File: config.mk
export PLATFORM = sky130hd
export DESIGN_NAME = seq_addsub
export DESIGN_NICKNAME = d
export VERILOG_FILES = /design/src/rtl/alu_pkg.sv /design/src/rtl/chunk_adder.sv /design/src/rtl/seq_addsub.sv
export SDC_FILE = /design/constraint.sdc
export NUM_CORES = 1
export LEC_CHECK = 0
export ABC_CLOCK_PERIOD_IN_PS = 5000
export BUFFER_PORTS_ARGS = -buffer_cell sky130_fd_sc_hd__buf_2
export CAP_MARGIN = 25
export CELL_PAD_IN_SITES_DETAIL_PLACEMENT = 2
export CELL_PAD_IN_SITES_GLOBAL_PLACEMENT = 2
export CORE_ASPECT_RATIO = 1.2
export CORE_MARGIN = 1
export CORE_UTILIZATION = 30
export CTS_CLUSTER_SIZE = 40
export DETAILED_ROUTE_END_ITERATION = 16
export GPL_ROUTABILITY_DRIVEN = 0
export GPL_TIMING_DRIVEN = 0
export PLACE_DENSITY = 0.78
export SYNTH_ARGS = -nofsm -noshare
export SYNTH_HDL_FRONTEND = slang
export SYNTH_SLANG_ARGS = --single-unit
File: constraint.sdc
create_clock -name clk -period 5 [get_ports clk]
set_clock_uncertainty 0.05 [all_clocks]
set_input_delay 0.75 -clock clk [delete_from_list [all_inputs] [get_ports clk]]
set_output_delay 0.75 -clock clk [all_outputs]
set_load 0.005 [all_outputs]
File: src/rtl/alu_pkg.sv
// alu_pkg: shared types and defaults for the sequential ALU adder/subtractor.
package alu_pkg;
    typedef enum logic [1:0] {IDLE, RUN, DONE} state_t;
    localparam int SEQ_ADDSUB_WIDTH      = 32;
    localparam int SEQ_ADDSUB_CHUNK      = 8;
    localparam int SEQ_ADDSUB_MAX_CHUNKS = 16;
endpackage

File: src/rtl/chunk_adder.sv
// chunk_adder: W-bit combinational ripple chain of full_adder cells.
module full_adder (
    input  logic a,
    input  logic b,
    input  logic cin,
    output logic sum,
    output logic cout
);
    assign sum  = a ^ b ^ cin;
    assign cout = (a & b) | (cin & (a ^ b));
endmodule

module chunk_adder #(
    parameter int W = 8
) (
    input  logic [W-1:0] a,
    input  logic [W-1:0] b,
    input  logic         cin,
    output logic [W-1:0] sum,
    output logic         cout
);
    logic [W:0] c;
    assign c[0] = cin;
    assign cout = c[W];
    for (genvar i = 0; i < W; i++) begin : g_fa
        full_adder u_fa (.a(a[i]), .b(b[i]), .cin(c[i]), .sum(sum[i]), .cout(c[i+1]));
    end
endmodule

File: src/rtl/seq_addsub.sv
// seq_addsub: multi-cycle adder/subtractor, CHUNK bits per clock, LSB chunk first.
// Define SEQ_ADDSUB_SAT_EN to clamp overflowing results to the signed limit.
module seq_addsub
    import alu_pkg::*;
#(
    parameter int WIDTH = SEQ_ADDSUB_WIDTH,
    parameter int CHUNK = SEQ_ADDSUB_CHUNK
) (
    input  logic             clk,
    input  logic             reset,
    input  logic             in_valid,
    output logic             in_ready,
    input  logic [WIDTH-1:0] a,
    input  logic [WIDTH-1:0] b,
    input  logic             sub,
    input  logic             cin,
    output logic             out_valid,
    input  logic             out_ready,
    output logic [WIDTH-1:0] sum,
    output logic             cout,
    output logic             ovf,
    output logic             zero
);
    localparam int N   = WIDTH / CHUNK;
    localparam int MSB = WIDTH - 1;

    if (WIDTH % CHUNK != 0 || N > SEQ_ADDSUB_MAX_CHUNKS) begin : g_bad_cfg
        $error("seq_addsub: WIDTH must be a multiple of CHUNK with at most 16 chunks");
    end

    state_t           state, state_nx;
    logic [3:0]       cnt;
    logic             carry, last, chunk_co, ovf_nx;
    logic [CHUNK-1:0] chunk_sum;
    logic [WIDTH-1:0] opa, opb, sum_reg, sum_nx, sum_fin;

    chunk_adder #(.W(CHUNK)) u_chunk (
        .a    (opa[int'(cnt)*CHUNK +: CHUNK]),
        .b    (opb[int'(cnt)*CHUNK +: CHUNK]),
        .cin  (carry),
        .sum  (chunk_sum),
        .cout (chunk_co)
    );

    assign last      = cnt == 4'(N - 1);
    assign in_ready  = state == IDLE;
    assign out_valid = state == DONE;
    assign sum       = sum_reg;

    always_comb begin
        sum_nx = sum_reg;
        sum_nx[int'(cnt)*CHUNK +: CHUNK] = chunk_sum;
    end

    assign ovf_nx = (opa[MSB] == opb[MSB]) && (sum_nx[MSB] != opa[MSB]);

`ifdef SEQ_ADDSUB_SAT_EN
    assign sum_fin = ovf_nx ? {opa[MSB], {(WIDTH-1){~opa[MSB]}}} : sum_nx;
`else
    assign sum_fin = sum_nx;
`endif

    always_ff @(posedge clk) begin
        if (reset) state <= IDLE;
        else       state <= state_nx;
    end

    always_comb begin
        state_nx = state;
        case (state)
            IDLE:    state_nx = in_valid  ? RUN  : IDLE;
            RUN:     state_nx = last      ? DONE : RUN;
            DONE:    state_nx = out_ready ? IDLE : DONE;
            default: state_nx = IDLE;
        endcase
    end

    // B is inverted once at accept so every chunk sees plain addition
    always_ff @(posedge clk) begin
        if (reset) begin
            cnt     <= '0;
            carry   <= 1'b0;
            opa     <= '0;
            opb     <= '0;
            sum_reg <= '0;
            cout    <= 1'b0;
            ovf     <= 1'b0;
            zero    <= 1'b0;
        end else if (state == IDLE && in_valid) begin
            opa   <= a;
            opb   <= b ^ {WIDTH{sub}};
            carry <= cin;
            cnt   <= '0;
        end else if (state == RUN) begin
            sum_reg <= last ? sum_fin : sum_nx;
            carry   <= chunk_co;
            cnt     <= cnt + 4'd1;
            if (last) begin
                cout <= chunk_co;
                ovf  <= ovf_nx;
                zero <= sum_fin == '0;
            end
        end
    end
endmodule

# Yosys cells after proc, flatten, opt, wreduce, memory -nomap -nowiden
# Cells that the tools add are included.
# W data, S select, Z words.
[classes]
n_reduce_logical = 8
addsub = 2
eq_ne = 5
n_bitwise = 42
n_shift = 4
mux = 7
[ops]
columns = ["operator", "count"]
rows = [
  ["$shiftx A32 B8 Y8", 2],
  ["$neg A7 Y33", 1],
  ["$shift A8 B33 Y32 const A", 1],
  ["$shiftx A8 B33 Y32", 1],
  ["$bwmux W32", 1],
  ["$logic_not A32 Y1", 1],
  ["$xor A32 B32 Y32", 1],
  ["$and A1 B1 Y1", 16],
  ["$xor A1 B1 Y1", 16],
  ["$or A1 B1 Y1", 8],
  ["$pmux W2 S3", 1],
  ["$add A4 B1 Y4 const B", 1],
  ["$eq A4 B2 Y1 const B", 1],
  ["$mux W2", 2],
  ["$mux W1", 3],
  ["$reduce_and A3 Y1", 1],
  ["$eq A2 B1 Y1 const B", 1],
  ["$eq A2 B2 Y1 const B", 1],
  ["$logic_and A1 B1 Y1", 2],
  ["$logic_not A2 Y1", 1],
  ["$reduce_and A2 Y1", 1],
  ["$reduce_bool A2 Y1", 1],
  ["$reduce_or A2 Y1", 1],
  ["$eq A1 B1 Y1", 1],
  ["other kinds (2)", 2],
]
[word_totals]
register_bits = 106
in_bits = 70
output_inout_bits = 37
wordCells = 77

# Depth between registers and ports, before layout
[logic_depth]
word_depth = 21
ltp_mapped = 17
mapped_depth_nobuf = 15

# Cells and area by module
# Synthesis repeated with hierarchy kept, for this count alone.
[hier_totals]
cells_unflattened = 555
hier_area_um2 = 4976.0
[by_module_without_submodules]
columns = ["module", "instances", "area_each_um2", "seq_area_each_um2", "cells_each"]
rows = [
  ["seq_addsub", 1, 4815.9, 2122.0, 547],
  ["full_adder", 8, 20.0, 0.0, 1],
]

# Least setup slack after synthesis
# No wires, ideal clock.
[synth_path]
kind = "register -> register"
from = "reg cnt[1]"
to = "reg ovf"
t_arrival_ns = 4.898
stages_incl_launch_ff = 18
required_time_ns = 4.817
synth_period_minus_slack_ns = 5.081
setup_time_ns = 0.133
n_path_buf = 2
setup_slack_ns = -0.081
path_cell_list = "dfxtp_1 buf_2 buf_1 mux4_2 nand2_1 fa_1 fa_1 fa_1 fa_1 fa_1 fa_1 fa_1 inv_1 fa_1 and2_1 mux2i_1 or3_1 a31oi_1"
[synth_between]
elab_chain_len = 21
word_cells_on_any_way = 47
classes_between = "add/sub: 1; eq/ne: 2; shift: 4; mux: 1; bitwise: 37; reduce/logical: 2"
[synth_rtl]
columns = ["item", "line_no", "rtl"]
rows = [
  ["from (decl)", "seq_addsub.sv:32", "logic [3:0] cnt;"],
  ["from (signal assigned)", "seq_addsub.sv:97", "cnt <= cnt + 4'd1;"],
  ["$shiftx A32 B8 Y8 (on tied branches)", "seq_addsub.sv:38, seq_addsub.sv:39", ""],
  ["$xor A1 B1 Y1", "chunk_adder.sv:9, chunk_adder.sv:10", ""],
  ["$and A1 B1 Y1", "chunk_adder.sv:10", "assign cout = (a & b) | (cin & (a ^ b));"],
  ["$or A1 B1 Y1", "chunk_adder.sv:10", ""],
  ["$and A1 B1 Y1", "chunk_adder.sv:10", ""],
  ["$or A1 B1 Y1", "chunk_adder.sv:10", ""],
  ["$and A1 B1 Y1", "chunk_adder.sv:10", ""],
  ["$or A1 B1 Y1", "chunk_adder.sv:10", ""],
  ["(+5 left out)", "--", ""],
  ["$or A1 B1 Y1", "chunk_adder.sv:10", ""],
  ["$and A1 B1 Y1", "chunk_adder.sv:10", ""],
  ["$or A1 B1 Y1", "chunk_adder.sv:10", ""],
  ["$xor A1 B1 Y1", "chunk_adder.sv:9", "assign sum = a ^ b ^ cin;"],
  ["$shiftx A8 B33 Y32", "seq_addsub.sv:52", "sum_nx[int'(cnt)*CHUNK +: CHUNK] = chunk_sum;"],
  ["$bwmux W32", "seq_addsub.sv:52", ""],
  ["$ne A1 B1 Y1", "seq_addsub.sv:55", "assign ovf_nx = (opa[MSB] == opb[MSB]) && (sum_nx[MSB] != opa[MSB]);"],
  ["$logic_and A1 B1 Y1", "seq_addsub.sv:55", ""],
  ["to (signal assigned)", "seq_addsub.sv:100", "ovf <= ovf_nx;"],
  ["to (decl)", "seq_addsub.sv:21", "output logic ovf,"],
]
# Parallel ways exist; a longest one is shown, timed or not.
# A chain may end at the register's enable or synchronous reset.

# Worst setup path after layout
[layout_path]
from = "reg cnt[0]"
to = "reg zero"
[layout_between]
elab_chain_len = 20
word_cells_on_any_way = 46
classes_between = "add/sub: 1; eq/ne: 1; shift: 4; mux: 1; bitwise: 37; reduce/logical: 2"
[layout_rtl]
columns = ["item", "line_no", "rtl"]
rows = [
  ["$shiftx A32 B8 Y8 (on tied branches)", "seq_addsub.sv:38, seq_addsub.sv:39", ""],
  ["$xor A1 B1 Y1", "chunk_adder.sv:9, chunk_adder.sv:10", ""],
  ["$and A1 B1 Y1", "chunk_adder.sv:10", ""],
  ["$or A1 B1 Y1", "chunk_adder.sv:10", ""],
  ["$and A1 B1 Y1", "chunk_adder.sv:10", ""],
  ["$or A1 B1 Y1", "chunk_adder.sv:10", ""],
  ["$and A1 B1 Y1", "chunk_adder.sv:10", ""],
  ["$or A1 B1 Y1", "chunk_adder.sv:10", ""],
  ["(+4 left out)", "--", ""],
  ["$and A1 B1 Y1", "chunk_adder.sv:10", ""],
  ["$or A1 B1 Y1", "chunk_adder.sv:10", ""],
  ["$and A1 B1 Y1", "chunk_adder.sv:10", ""],
  ["$or A1 B1 Y1", "chunk_adder.sv:10", ""],
  ["$xor A1 B1 Y1", "chunk_adder.sv:9", ""],
  ["$shiftx A8 B33 Y32", "seq_addsub.sv:52", ""],
  ["$bwmux W32", "seq_addsub.sv:52", ""],
  ["$logic_not A32 Y1", "seq_addsub.sv:101", "zero <= sum_fin == '0;"],
  ["to (signal assigned)", "seq_addsub.sv:88", "zero <= 1'b0;"],
  ["to (signal assigned)", "seq_addsub.sv:101", ""],
  ["to (decl)", "seq_addsub.sv:22", "output logic zero"],
]
# Parallel ways exist; a longest one is shown, timed or not.

==> reports/metrics.yaml <==
worst_setup_path:
  cp_data_required_time_ns: 5.24
  start_kind: "flop"
  cp.arrival_ns: 5.05
  slowest_delay_ns: 0.45
  critPathTopFamily: "adder cells"
  critical_path_buf_inv_count: 2
  path_common_cell: "fa_2"
  critPathKind: "reg2reg"
  crit_path_cell_trace: "buf_8 -> mux4_2 -> nand2_1 -> fa_2 -> fa_2 -> fa_2 -> fa_2 -> fa_2 -> fa_2 -> fa_2 -> inv_1 -> fa_1 -> nand4b_1 -> mux2i_1 -> nand4_1 -> o22ai_1"
  path_max_fanout: 10
  worst_setup_path_end_kind: "flop"
  cp_slowest_cell: "fa_1"
floorplan:
  die_y_um: 144
  core_mm2: 0.0163
  initial_core_util: 0.308
  row_count: 51
  die_x_um: 120
  ios: 107
  dieArea_mm2: 0.0173
yosys:
  synth_cell_types: 44
  netlist_instances: 543
  ys_seq_area_frac: 0.422
  netlist_area_mm2: 0.00503
  synth_fa_ha_area_frac: 0.0393
  synth-xor-area-share: 0.0664
  synth.area.mux_share: 0.111
  ys_ff_latch: 106
  synth_nets: 624
  yosys_warnings: 0
  synth_compound_area_frac: 0.126
  avgSynthCellArea_um2: 9.26
  synth_edf_count: 0
  synth_top_family_by_area: "simple AND/OR/NAND/NOR gates"
  synth-simple-area-share: 0.194
  synthFlopType: "dfxtp_1"
  async_flop_share: 0
pwr:
  p_leak_nw: 2.48
  p_per_area_mw_per_mm2: 326
  vdd_ir_drop_max_mv: 0.158
sta:
  hold_violations: 0
  maxSlewViolCount: 0
  worstMarginPinSlew_ns: 0.670
  finalSetupViolCount: 0
  relSlewSlack: 0.553
  fmax_mhz: 208
  period_needed_ns: 4.81
  setup_slack_ns: 0.188
  period_share: 0.962
  whs_ns: 0.415
  rsz0062_at_grt: "no"
clock_tree:
  numCtsBuffers: 9
  clk_latency_ns: 0.36
  htree_levels: 3
  cts.reportedPaths.clkPinSlew_ns: 0.08
  root_buffer: "clkbuf_16"
  clock_path_buffers: 2
  numClockSinks: 106
  cts_tree: "done"
place:
  io_buffer_count: 104
  dp_hpwl_um: 13600
  dp_slack_ns: -0.671
global_routing:
  grt_max_degree: 19
  grt_overflow_total: 0
  grt_usage: 0.211
  grt_pass1_vias: 4991
  grt_pass1_wl_um: 27200
  antenna_found_initial: 0
worst_hold_path:
  hold_path_class: "reg2reg"
layout:
  drive_gt1_frac: 0.276
  area_delta_synth_final_pct: 23.3
  nets: 743
  antennaDiodeCount: 0
  utilization: 0.380
drt:
  via_per_inst: 5.07
  wirelength_um: 17500
  drtIter0Drc: 170
  ant_nets: 0
  vias: 4456
  drc: 0
  dr.pass1.iters: 4
  wl_per_cell_um: 19.9
run_status:
  outcome: "finished clean"
flow_run:
  drv_cap: 0
## per-stage QoR
| step | TNS (ns) | power, mW | std cells | instance area, um2 |
|---|---|---|---|---|
| floorplan | 0 | 1.15 | 543 | 5030 |
| global placement | -1.59 | 1.27 | 859 | 5820 |
| detailed placement | -2.61 | 1.28 | 859 | 5820 |
| CTS | 0 | 2.03 | 878 | 6190 |
| global route | 0 | 2.11 | 879 | 6200 |
| finish | 0 | 2.02 | 879 | 6200 |
## cell usage after synthesis, types with 2 or more instances
| cell | count | share of area |
|---|---|---|
| buf_2 | 14 | 0.014 |
| dfxtp_1 | 106 | 0.42 |
| buf_6 | 2 | 0.0045 |
| nor4_1 | 9 | 0.011 |
| nand2b_1 | 3 | 0.0037 |
| or3_1 | 2 | 0.0025 |
| nand2_1 | 85 | 0.063 |
| a211oi_2 | 7 | 0.017 |
| ha_1 | 3 | 0.0075 |
| nand3_1 | 6 | 0.0060 |
| mux4_2 | 16 | 0.072 |
| buf_1 | 2 | 0.0015 |
| xnor2_1 | 33 | 0.057 |
| a211oi_1 | 33 | 0.049 |
| mux2i_1 | 20 | 0.040 |
| a22oi_1 | 3 | 0.0045 |
| nor2_4 | 2 | 0.0045 |
| fa_1 | 8 | 0.032 |
| nand4_1 | 2 | 0.0025 |
| a21oi_1 | 43 | 0.043 |
| nor3_1 | 6 | 0.0060 |
| inv_1 | 5 | 0.0037 |
| and2_1 | 4 | 0.0050 |
| nor2b_1 | 12 | 0.015 |
| nor2_1 | 77 | 0.057 |
| xor2_1 | 2 | 0.0035 |
| clkbuf_1 | 21 | 0.016 |
## final timing paths
path                              from  endpoint  slack [ns]  cells past startpoint
worst min-delay path            opa[7]    opa[7]        0.42                      2
worst min register to register  opa[7]    opa[7]        0.42                      2
worst max-delay path            cnt[0]      zero        0.19                     16
worst max register to register  cnt[0]      zero        0.19                     16
## tightest hold or removal path, delay by kind of cell (launching register included)
| kind | cells | cell delay (ns) |
|---|---|---|
| compound gates | 1 | 0.06 |
| flops | 1 | 0.31 |
| simple gates | 1 | 0.05 |
## placed cells by master, fill, tap and decap left out, drive strengths merged, types with 3 or more instances in the layout
master  netlist  final
nor2         79     79
fa            8      8
a21oi        43     43
clkbuf       21     30
nand4         3      3
xnor2        34     34
nand2        86     86
mux4         16     16
ha            3      3
and2          4      4
nor3          6      6
inv           5      7
buf          19    127
a211oi       40     40
nand2b        3      3
nor4          9      9
nor2b        12     12
a22oi         3      3
mux2i        20     20
clkinv        0      4
nand3         7      7
dfxtp       106    106
## metal layers
layer / global-route usage / wire, um / up-vias
met5: 0 / 0 / -
met4: 0.107 / 571 / 0
li1: - / - / 2110
met3: 0.0246 / 504 / 35
met1: 0.238 / 7000 / 2206
met2: 0.388 / 9430 / 105
## cell type report
class / instances / area, um2
buffer: 39 / 203
clock inverter: 7 / 77.6
fill: 1894 / 10100
tap: 212 / 265
clock buffer: 9 / 225
timing repair buffer: 109 / 558
multi-input combinational: 392 / 2730
sequential: 106 / 2130
inverter: 5 / 18.8
## report_power, final
group | internal [mW] | switching [mW]
Sequential | 0.889 | 0.0309
Clock | 0.394 | 0.349
Combinational | 0.151 | 0.206
Total | 1.43 | 0.586
## logic make-up after synthesis
family,count (synthesis)
AOI/OAI and AO/OA,92
xor gates and xnor gates,36
adders and majority gates,11
buffers and inverters,45
DFF,106
muxes,36
and+or+nand+nor,217
## what timing repair did
action | in CTS | in global routing
setup endpoints to repair | 8 | 3
setup buffers | 3 | 2
gates resized for setup | 16 | 4
hold buffers | 0 | 0
pin swaps | 2 | 3
Power figures use the tool's default switching activity.
